### src/rtl/masked_mul_arbiter.sv
// masked_mul_arbiter
//   Shares one masked multiplier among NUM_REQ requesters. The arbiter is
//   round-robin, and it issues an operation only when the PRNG has a fresh
//   word set ready. Each result goes back to the requester that issued it,
//   using a {valid, tag} pipeline that is as deep as the multiplier latency.
//   A flush FSM stops new issues and waits until the pipeline is empty.
//
// Ports (S = NUM_SHARES*BIT_WIDTH)
//   in_clock, in_reset        clock, synchronous active-high reset
//   in_req_valid / out_req_ready   per-requester handshake (ready is one-hot)
//   in_req_a / in_req_b       operand shares; requester k at [k*S +: S]
//   in_rand_valid / out_rand_ready PRNG handshake (ready == issue)
//   out_mul_a / out_mul_b     multiplier operands (zero when idle)
//   in_mul_c                  multiplier result
//   out_resp_valid / out_resp_c    one-hot response strobe and result shares
//   in_flush / out_flush_done request drain, one-cycle completion pulse
//   out_busy                  at least one operation in flight
//
// FSM states
//   state    | meaning
//   ST_RUN   | normal arbitration; in_flush moves to ST_DRAIN
//   ST_DRAIN | no issue; wait for the tag pipeline to empty
//   ST_DONE  | flush complete; out_flush_done high; back to ST_RUN

module masked_mul_arbiter #(
  parameter int NUM_REQ     = 3,
  parameter int NUM_SHARES  = 2,
  parameter int BIT_WIDTH   = 4,
  parameter int MUL_LATENCY = 1
) (
  input  logic                                      in_clock,
  input  logic                                      in_reset,
  input  logic [NUM_REQ-1:0]                        in_req_valid,
  output logic [NUM_REQ-1:0]                        out_req_ready,
  input  logic [NUM_REQ*NUM_SHARES*BIT_WIDTH-1:0]   in_req_a,
  input  logic [NUM_REQ*NUM_SHARES*BIT_WIDTH-1:0]   in_req_b,
  input  logic                                      in_rand_valid,
  output logic                                      out_rand_ready,
  output logic [NUM_SHARES*BIT_WIDTH-1:0]           out_mul_a,
  output logic [NUM_SHARES*BIT_WIDTH-1:0]           out_mul_b,
  input  logic [NUM_SHARES*BIT_WIDTH-1:0]           in_mul_c,
  output logic [NUM_REQ-1:0]                        out_resp_valid,
  output logic [NUM_SHARES*BIT_WIDTH-1:0]           out_resp_c,
  input  logic                                      in_flush,
  output logic                                      out_flush_done,
  output logic                                      out_busy
);

  localparam int S     = NUM_SHARES * BIT_WIDTH;
  localparam int TAG_W = (NUM_REQ > 1) ? $clog2(NUM_REQ) : 1;

  typedef enum logic [1:0] {
    ST_RUN   = 2'd0,
    ST_DRAIN = 2'd1,
    ST_DONE  = 2'd2
  } state_t;

  state_t                             state_q, state_d;
  logic [TAG_W-1:0]                   ptr_q, ptr_d;
  logic [MUL_LATENCY-1:0]             vld_q, vld_d;
  logic [MUL_LATENCY-1:0][TAG_W-1:0]  tag_q, tag_d;
  logic                               flush_done_q, flush_done_d;

  logic                               any_req;
  logic                               issue;
  logic                               busy;
  logic [TAG_W-1:0]                   gnt_idx;

  assign any_req = |in_req_valid;
  assign busy    = |vld_q;

  // Round-robin search. Offsets are scanned from the farthest to the
  // nearest, so the last match found is the requester closest to ptr_q.
  always_comb begin
    gnt_idx = '0;
    for (int i = NUM_REQ - 1; i >= 0; i--) begin
      for (int k = 0; k < NUM_REQ; k++) begin
        if (in_req_valid[k] &&
            ((int'(ptr_q) + i == k) || (int'(ptr_q) + i == k + NUM_REQ))) begin
          gnt_idx = TAG_W'(k);
        end
      end
    end
  end

  // Randomness is never reused: without a fresh word set nothing issues.
  // A flush request blocks issue in the same cycle.
  assign issue = (state_q == ST_RUN) & ~in_flush & in_rand_valid & any_req & ~in_reset;
  assign out_rand_ready = issue;

  // Only the granted shares drive the multiplier. When idle its inputs are
  // forced to zero, so stale shares are never held there.
  always_comb begin
    out_req_ready = '0;
    out_mul_a     = '0;
    out_mul_b     = '0;
    for (int k = 0; k < NUM_REQ; k++) begin
      if (issue && (gnt_idx == TAG_W'(k))) begin
        out_req_ready[k] = 1'b1;
        out_mul_a        = in_req_a[k*S +: S];
        out_mul_b        = in_req_b[k*S +: S];
      end
    end
  end

  always_comb begin
    ptr_d = ptr_q;
    if (issue) begin
      ptr_d = (gnt_idx == TAG_W'(NUM_REQ - 1)) ? '0 : gnt_idx + TAG_W'(1);
    end
  end

  always_comb begin
    vld_d    = '0;
    tag_d    = '0;
    vld_d[0] = issue;
    tag_d[0] = gnt_idx;
    for (int i = 1; i < MUL_LATENCY; i++) begin
      vld_d[i] = vld_q[i-1];
      tag_d[i] = tag_q[i-1];
    end
  end

  always_comb begin
    state_d = state_q;
    case (state_q)
      ST_RUN:   if (in_flush) state_d = ST_DRAIN;
      ST_DRAIN: if (!busy)    state_d = ST_DONE;
      ST_DONE:  state_d = ST_RUN;
      default:  state_d = ST_RUN;
    endcase
  end

  assign flush_done_d = (state_d == ST_DONE);

  always_ff @(posedge in_clock) begin
    if (in_reset) begin
      state_q      <= ST_RUN;
      ptr_q        <= '0;
      vld_q        <= '0;
      tag_q        <= '0;
      flush_done_q <= 1'b0;
    end else begin
      state_q      <= state_d;
      ptr_q        <= ptr_d;
      vld_q        <= vld_d;
      tag_q        <= tag_d;
      flush_done_q <= flush_done_d;
    end
  end

  // When reset is high in the same cycle, the response strobe is masked.
  // This drops in-flight results instead of signalling them.
  always_comb begin
    out_resp_valid = '0;
    for (int k = 0; k < NUM_REQ; k++) begin
      out_resp_valid[k] = vld_q[MUL_LATENCY-1] &&
                          (tag_q[MUL_LATENCY-1] == TAG_W'(k)) && !in_reset;
    end
  end

  assign out_resp_c     = in_mul_c;
  assign out_flush_done = flush_done_q;
  assign out_busy       = busy;

endmodule

### config.mk
export PLATFORM = sky130hd
export DESIGN_NAME = masked_mul_arbiter
export DESIGN_NICKNAME = d
export VERILOG_FILES = /design/src/rtl/masked_mul_arbiter.sv
export SDC_FILE = /design/constraint.sdc
export NUM_CORES = 1
export LEC_CHECK = 0
export BUFFER_PORTS_ARGS = -buffer_cell sky130_fd_sc_hd__buf_2
export CORE_UTILIZATION = 23
export CTS_BUF_LIST = sky130_fd_sc_hd__clkbuf_8
export DETAILED_ROUTE_END_ITERATION = 8
export PLACE_DENSITY = 0.57
export RECOVER_POWER = 50
export SETUP_SLACK_MARGIN = 0.02
export SYNTH_ARGS = -nofsm -noshare
export SYNTH_HDL_FRONTEND = slang
export SYNTH_SLANG_ARGS = --single-unit
### constraint.sdc
create_clock -name in_clock -period 3.45 [get_ports in_clock]
set_input_delay 0.1725 -clock in_clock [delete_from_list [all_inputs] [get_ports in_clock]]
set_output_delay 0.1725 -clock in_clock [all_outputs]
set_load 0.05 [all_outputs]
==> results of run 1 <==
logic make-up after synthesis:
family / after synthesis / synth area share
AOI/OAI and AO/OA: 24 / 0.282
adders and majority gates: 2 / 0.0320
buffers and inverters: 19 / 0.152
DFF: 8 / 0.205
muxes: 2 / 0.0256
and+or+nand+nor: 34 / 0.304
metal layers:
metal	global-route usage	part of all wire
met3	0.0216	0.076
met2	0.254	0.50
met4	0.0498	0.0081
met5	0	0
met1	0.137	0.42
critical path, delay by kind of cell (launching register included):
kind | cells | cell delay, ns
buffers and inverters | 2 | 0.66
AOI/OAI and AO/OA | 1 | 0.19
and+or+nand+nor | 3 | 1.18
DFF | 1 | 0.32
layout make-up:
type,count,area (um2)
Multi-Input combinational cell,62,488
Inverter,5,18.8
Fill cell,344,1980
Timing Repair Buffer,79,389
Clock buffer,3,41.3
Tap cell,44,55.1
Sequential cell,8,160
sequential cells by signal, indices dropped and copies added, names as in the netlist:
signal,flops
state_q,2
tag_q,2
out_flush_done,1
out_busy,1
ptr_q,2
Yosys cell counts:
| cell | instances |
|---|---|
| a221o_1 | 16 |
| nor4_4 | 1 |
| nand3_2 | 1 |
| dfxtp_1 | 8 |
| or3_1 | 1 |
| nor2b_1 | 2 |
| a21oi_2 | 1 |
| o211a_1 | 1 |
| nand2_1 | 2 |
| o21ba_1 | 1 |
| o211ai_1 | 1 |
| nor4b_1 | 3 |
| nor4bb_1 | 2 |
| and3_1 | 15 |
| inv_2 | 1 |
| a21oi_1 | 2 |
| mux2i_1 | 2 |
| buf_2 | 2 |
| nand3_1 | 1 |
| ha_1 | 2 |
| nor2_1 | 3 |
| inv_1 | 4 |
| a31o_1 | 1 |
| and4_4 | 1 |
| nor3_1 | 1 |
| buf_4 | 8 |
| o21ai_1 | 1 |
| and2b_1 | 1 |
| buf_6 | 2 |
| clkbuf_1 | 2 |
power by group through the flow:
stage	registers, mW	clock network (mW)	logic [mW]
CTS	0.102	0.115	0.110
detailed placement	0.104	0	0.110
global route	0.102	0.121	0.115
finish	0.102	0.111	0.107
floorplan	0.106	0	0.0882
global placement	0.103	0	0.107
final timing paths:
| check | slack, ns | cells past startpoint | to | startpoint |
|---|---|---|---|---|
| hold / removal | 0.23 | 3 | out_busy | in_rand_valid |
| setup / recovery | 0.68 | 6 | out_mul_b[1] | state_q[1] |
| setup reg to reg | 1.34 | 5 | ptr_q[0] | state_q[1] |
| hold reg to reg | 0.47 | 1 | out_flush_done | state_q[1] |
metrics by stage:
stage	area (um2)	power (mW)	instances	worst slack, ns
after global placement	1130	0.210	198	1.23
after detailed placement	1130	0.213	198	1.12
after CTS	1170	0.327	201	0.842
after floorplan	782	0.194	89	0.925
final	1150	0.320	201	0.682
after global routing	1150	0.339	201	0.531
==> run metrics, run 1 <==
warnings from Yosys=0; dpl hpwl=1910 um; setup bufs post-CTS=0; Syn Nets=154; LEAKAGE=0.661 nW; TritonCTS buffer count=3; vias per inst=4.85; WP data arrival=2.60 ns; outcome=completed; DR DRC count=0; grt ovf=0; H-tree depth=1; Final Routed Wirelength=2460 um; post-route setup TNS=0 ns; Post-Syn Instances=89; Root Driver=clkbuf_8; # nets final=between 200 and 250; power density cells=~280 nW/um2; Ant. Diodes=0; most frequent cells in the layout=buf_2 (74), a221o_1 (16), and3_1 (15); hold slack=0.235 ns; Final Core Density=0.368; clock transition at the registers of the reported paths=0.04 ns; routed via count=975; post-synth top area share=0.205; Slew @ Worst Pin=around 0.73 ns; clock latency on the worst-skew pair=0.23 ns; Worst Setup End Kind=primary output; combinational fraction of design power=0.336; I/O pin count=96; DRT Pass-1 Iters=3; core area=about 3100 um2; CP Launch Type=flop; sequential group share of total power=0.317; skew final=0.00694 ns; post-synth cell types=30; commonest non-fill, non-tap cell in the layout=buf_2; Yosys top cell by area=a221o_1; ratio of cells with drive above 1 in the final layout=0.510; Req. time, crit path=roughly 3.3 ns; worst path cell trace=nor4_1, nand3_2, inv_1, and4_4, a221o_1, buf_2; Fmax achieved=361 MHz; max cap viols=0; largest net degree at the start of global routing=19; Post-Syn Area per Cell=between 8 and 9 um2; initial cell density of the core=0.250; Detail Route Antenna Nets=0; slowest stage delay, CP=0.52 ns; PortBufs=between 70 and 80; Syn Std Cell Area=~800 um2; final period utilization=0.802; TritonCTS clock tree=built; Slew Viols, Final=0; Die Y=60.3 um; hold-fix buffers at CTS=0; drt wl/cell=12.2 um; initial antenna violation count=0; endpoints failing setup=0; Final Hold Vio Count=0; Std-Cell Rows=20; Max Buffers Root-to-Sink=2; Die ar.=3640 um2; die width=60.3 um; global-route wire length before repair=approximately 3600 um; worst rel slew slack=0.513; ranking of synthesized cells by area=a221o_1 (20%), dfxtp_1 (20%), and3_1 (12%); clk sinks=8; vias in the first global route=853; Crit Path Class=reg2out; Clock Power Share=0.347; critical path peak fanout=18; gr usage total=0.131; CTS resizes=0; CP max-delay cell=nor4_1; worst vdd ir=220 uV; register area share after synthesis=0.205; unrepaired setup endpoints after global routing=no; initial drt markers=15; Switching Share=0.327; final weighted congestion in routability-driven placement=approximately 0.74; P&R area growth vs syn=47.4%; minimum clock period=~2.8 ns; internal power=0.215 mW; Sw Pwr=0.105 mW; number of synthesized register bits=8; Hold Path Class=in2reg
Power figures use the tool's default switching activity.
==> run 2: changes to the inputs <==
Settings changed: PLACE_DENSITY 0.57 to 0.6.
Clock period 3.45 ns to 2.5 ns, I/O delays scaled along.
==> run 2 against run 1 <==
Net effect: die area stayed put; sequential power up 38%; non-clock buffer count is 1 higher; cell count grew 1.0%; critical path type unchanged; critical endpoint is now out_mul_b[7]; largest power group is now combinational logic; highest routed layer unchanged.
==> run metrics, run 2 (synthesis results as in run 1) <==
outcome=completed; critical path peak fanout=9 (-9); Worst Setup End Kind=primary output; endpoints failing setup=0 (unchanged); minimum clock period=2.36 ns; fill count=344 (unchanged); Slew Viols, Final=0 (unchanged); Max Buffers Root-to-Sink=2 (unchanged); CP top delay family=compound AO/OA/AOI/OAI gates; DRT Pass-1 Iters=4 (+1); CP Launch Type=flop; clock latency on the worst-skew pair=0.23 ns (about the same); pre-CTS WS=0.227 ns (-0.892 ns); reg2reg start=ptr_q[0]; H-tree depth=1 (unchanged); Std-Cell Rows=20 (unchanged); worst vdd ir=352 uV (+60%); global-route wire length before repair=4040 um (+13%); Root Driver=clkbuf_8; initial drt markers=23 (+8); final weighted congestion in routability-driven placement=0.809 (+10%); WP data arrival=2.23 ns (-0.37 ns); TritonCTS clock tree=built; worst path cell trace=inv_1, ha_1, o21ba_1, o211ai_1, and4_4, a221o_1, buf_2; Worst Path Buf+Inv=2 (unchanged); I/O pin count=96 (unchanged); Req. time, crit path=2.38 ns (-0.90 ns); gr usage total=0.148 (+0.0178); TritonCTS buffer count=3 (unchanged); grt ovf=0 (unchanged); initial cell density of the core=0.250 (unchanged); DR DRC count=0 (unchanged); LEAKAGE=0.662 nW (+0.23%); hold slack=0.207 ns (-0.0280 ns); Slew @ Worst Pin=0.590 ns (-0.141 ns); Post-Place Cells=198 (unchanged); Final Routed Wirelength=2780 um (+13%); initial antenna violation count=0 (unchanged); skew final=0.00592 ns (-0.00102 ns); slowest stage delay, CP=0.37 ns (-0.15 ns); vias per inst=4.99 (+2.9%); Fmax achieved=424 MHz; power density cells=378 nW/um2 (+36%); PortBufs=79 (unchanged); Crit Path Class=reg2out; dpl hpwl=2100 um (+9.7%); Detail Route Antenna Nets=0 (unchanged); drt wl/cell=13.7 um (+12%); PnR worst setup slack=0.144 ns (-0.538 ns); vias in the first global route=912 (+6.9%); Die ar.=3640 um2 (unchanged); die width=60.3 um (unchanged); ratio of cells with drive above 1 in the final layout=0.541 (+0.0313); clock transition at the registers of the reported paths=0.04 ns (about the same); fin cells=203 (+1.0%); largest net degree at the start of global routing=19 (unchanged); unrepaired setup endpoints after global routing=no; most frequent cells in the layout=buf_2 (74), a221o_1 (16), and3_1 (15); PnR Total Power=0.453 mW (+41%); Final Hold Vio Count=0 (unchanged); final period utilization=0.942; Sequential Area=160 um2 (unchanged); commonest non-fill, non-tap cell in the layout=buf_2; # nets final=226 (+0.89%); max cap viols=0 (unchanged); worst rel slew slack=0.608 (+0.0957); routed via count=1013 (+3.9%); CP max-delay cell=and4_4; hold-fix buffers at CTS=0 (unchanged); Die Y=60.3 um (unchanged); clk sinks=8 (unchanged); post-route setup TNS=0 ns (unchanged); Hold Path Class=in2reg; worst hold start=in_rand_valid; Top Registers=ptr_q: 2 flops, state_q: 2 flops, tag_q: 2 flops; Multi-input gate area=526 um2 (+7.7%); Ant. Diodes=0 (unchanged); core area=3130 um2 (unchanged); P&R area growth vs syn=53.1%; Worst Setup SP=ptr_q[0]
-- run 2: changes by cell type in the layout (fill, tap and decap cells not counted), sizes merged --
cell,before,now
and4,1,2
clkbuf,8,9
-- run 2: worst paths after layout --
check | end | slack [ns] | depth (start not counted)
max reg2reg | ptr_q[0] | 0.75 | 6
min reg2reg | ptr_q[0] | 0.52 | 1
max | out_mul_b[7] | 0.14 | 7
min | out_busy | 0.21 | 3
-- run 2: cell type report --
class / count / share of cell area
multi-input cells: 63 / 0.439
repair buffers: 80 / 0.331
flip-flops and latches: 8 / 0.134
well taps: 44 / 0.0460
clock buffers: 3 / 0.0345
inverters: 5 / 0.0157
-- run 2: timing repair --
action                     in CTS  in global routing
pin swaps                       0                  2
setup buffers                   0                  1
gates resized for setup         1                  3
gates cloned                    0                  1
setup endpoints to repair      15                 16
-- run 2: through the flow --
stage,utilization,instance area [um2]
final,0.383,1200
after global routing,0.383,1200
after CTS,0.378,1180
after detailed placement,0.362,1130
after global placement,0.362,1130
after floorplan,-,782
-- run 2: worst reg2reg max path: cells and delay by family, from the launching register on --
family	cells	cell delay (ns)
adder cells (fa/ha/maj)	1	0.32
buffers and inverters	1	0.05
AND/OR/NAND/NOR	1	0.37
flip-flops	1	0.35
AO/OA/AOI/OAI	3	0.60
-- run 2: layer usage --
layer,global-route usage,vias up,share of wire
met5,0,-,0
met4,0.0731,0,0.0086
met3,0.0195,4,0.080
met2,0.283,57,0.49
met1,0.157,463,0.42
li1,-,489,-
-- run 2: power by group --
group / switching [mW] / total, mW / internal (mW)
Clock: 0.0494 / 0.154 / 0.104
Sequential: 0.00619 / 0.141 / 0.134
Combinational: 0.0954 / 0.159 / 0.0631
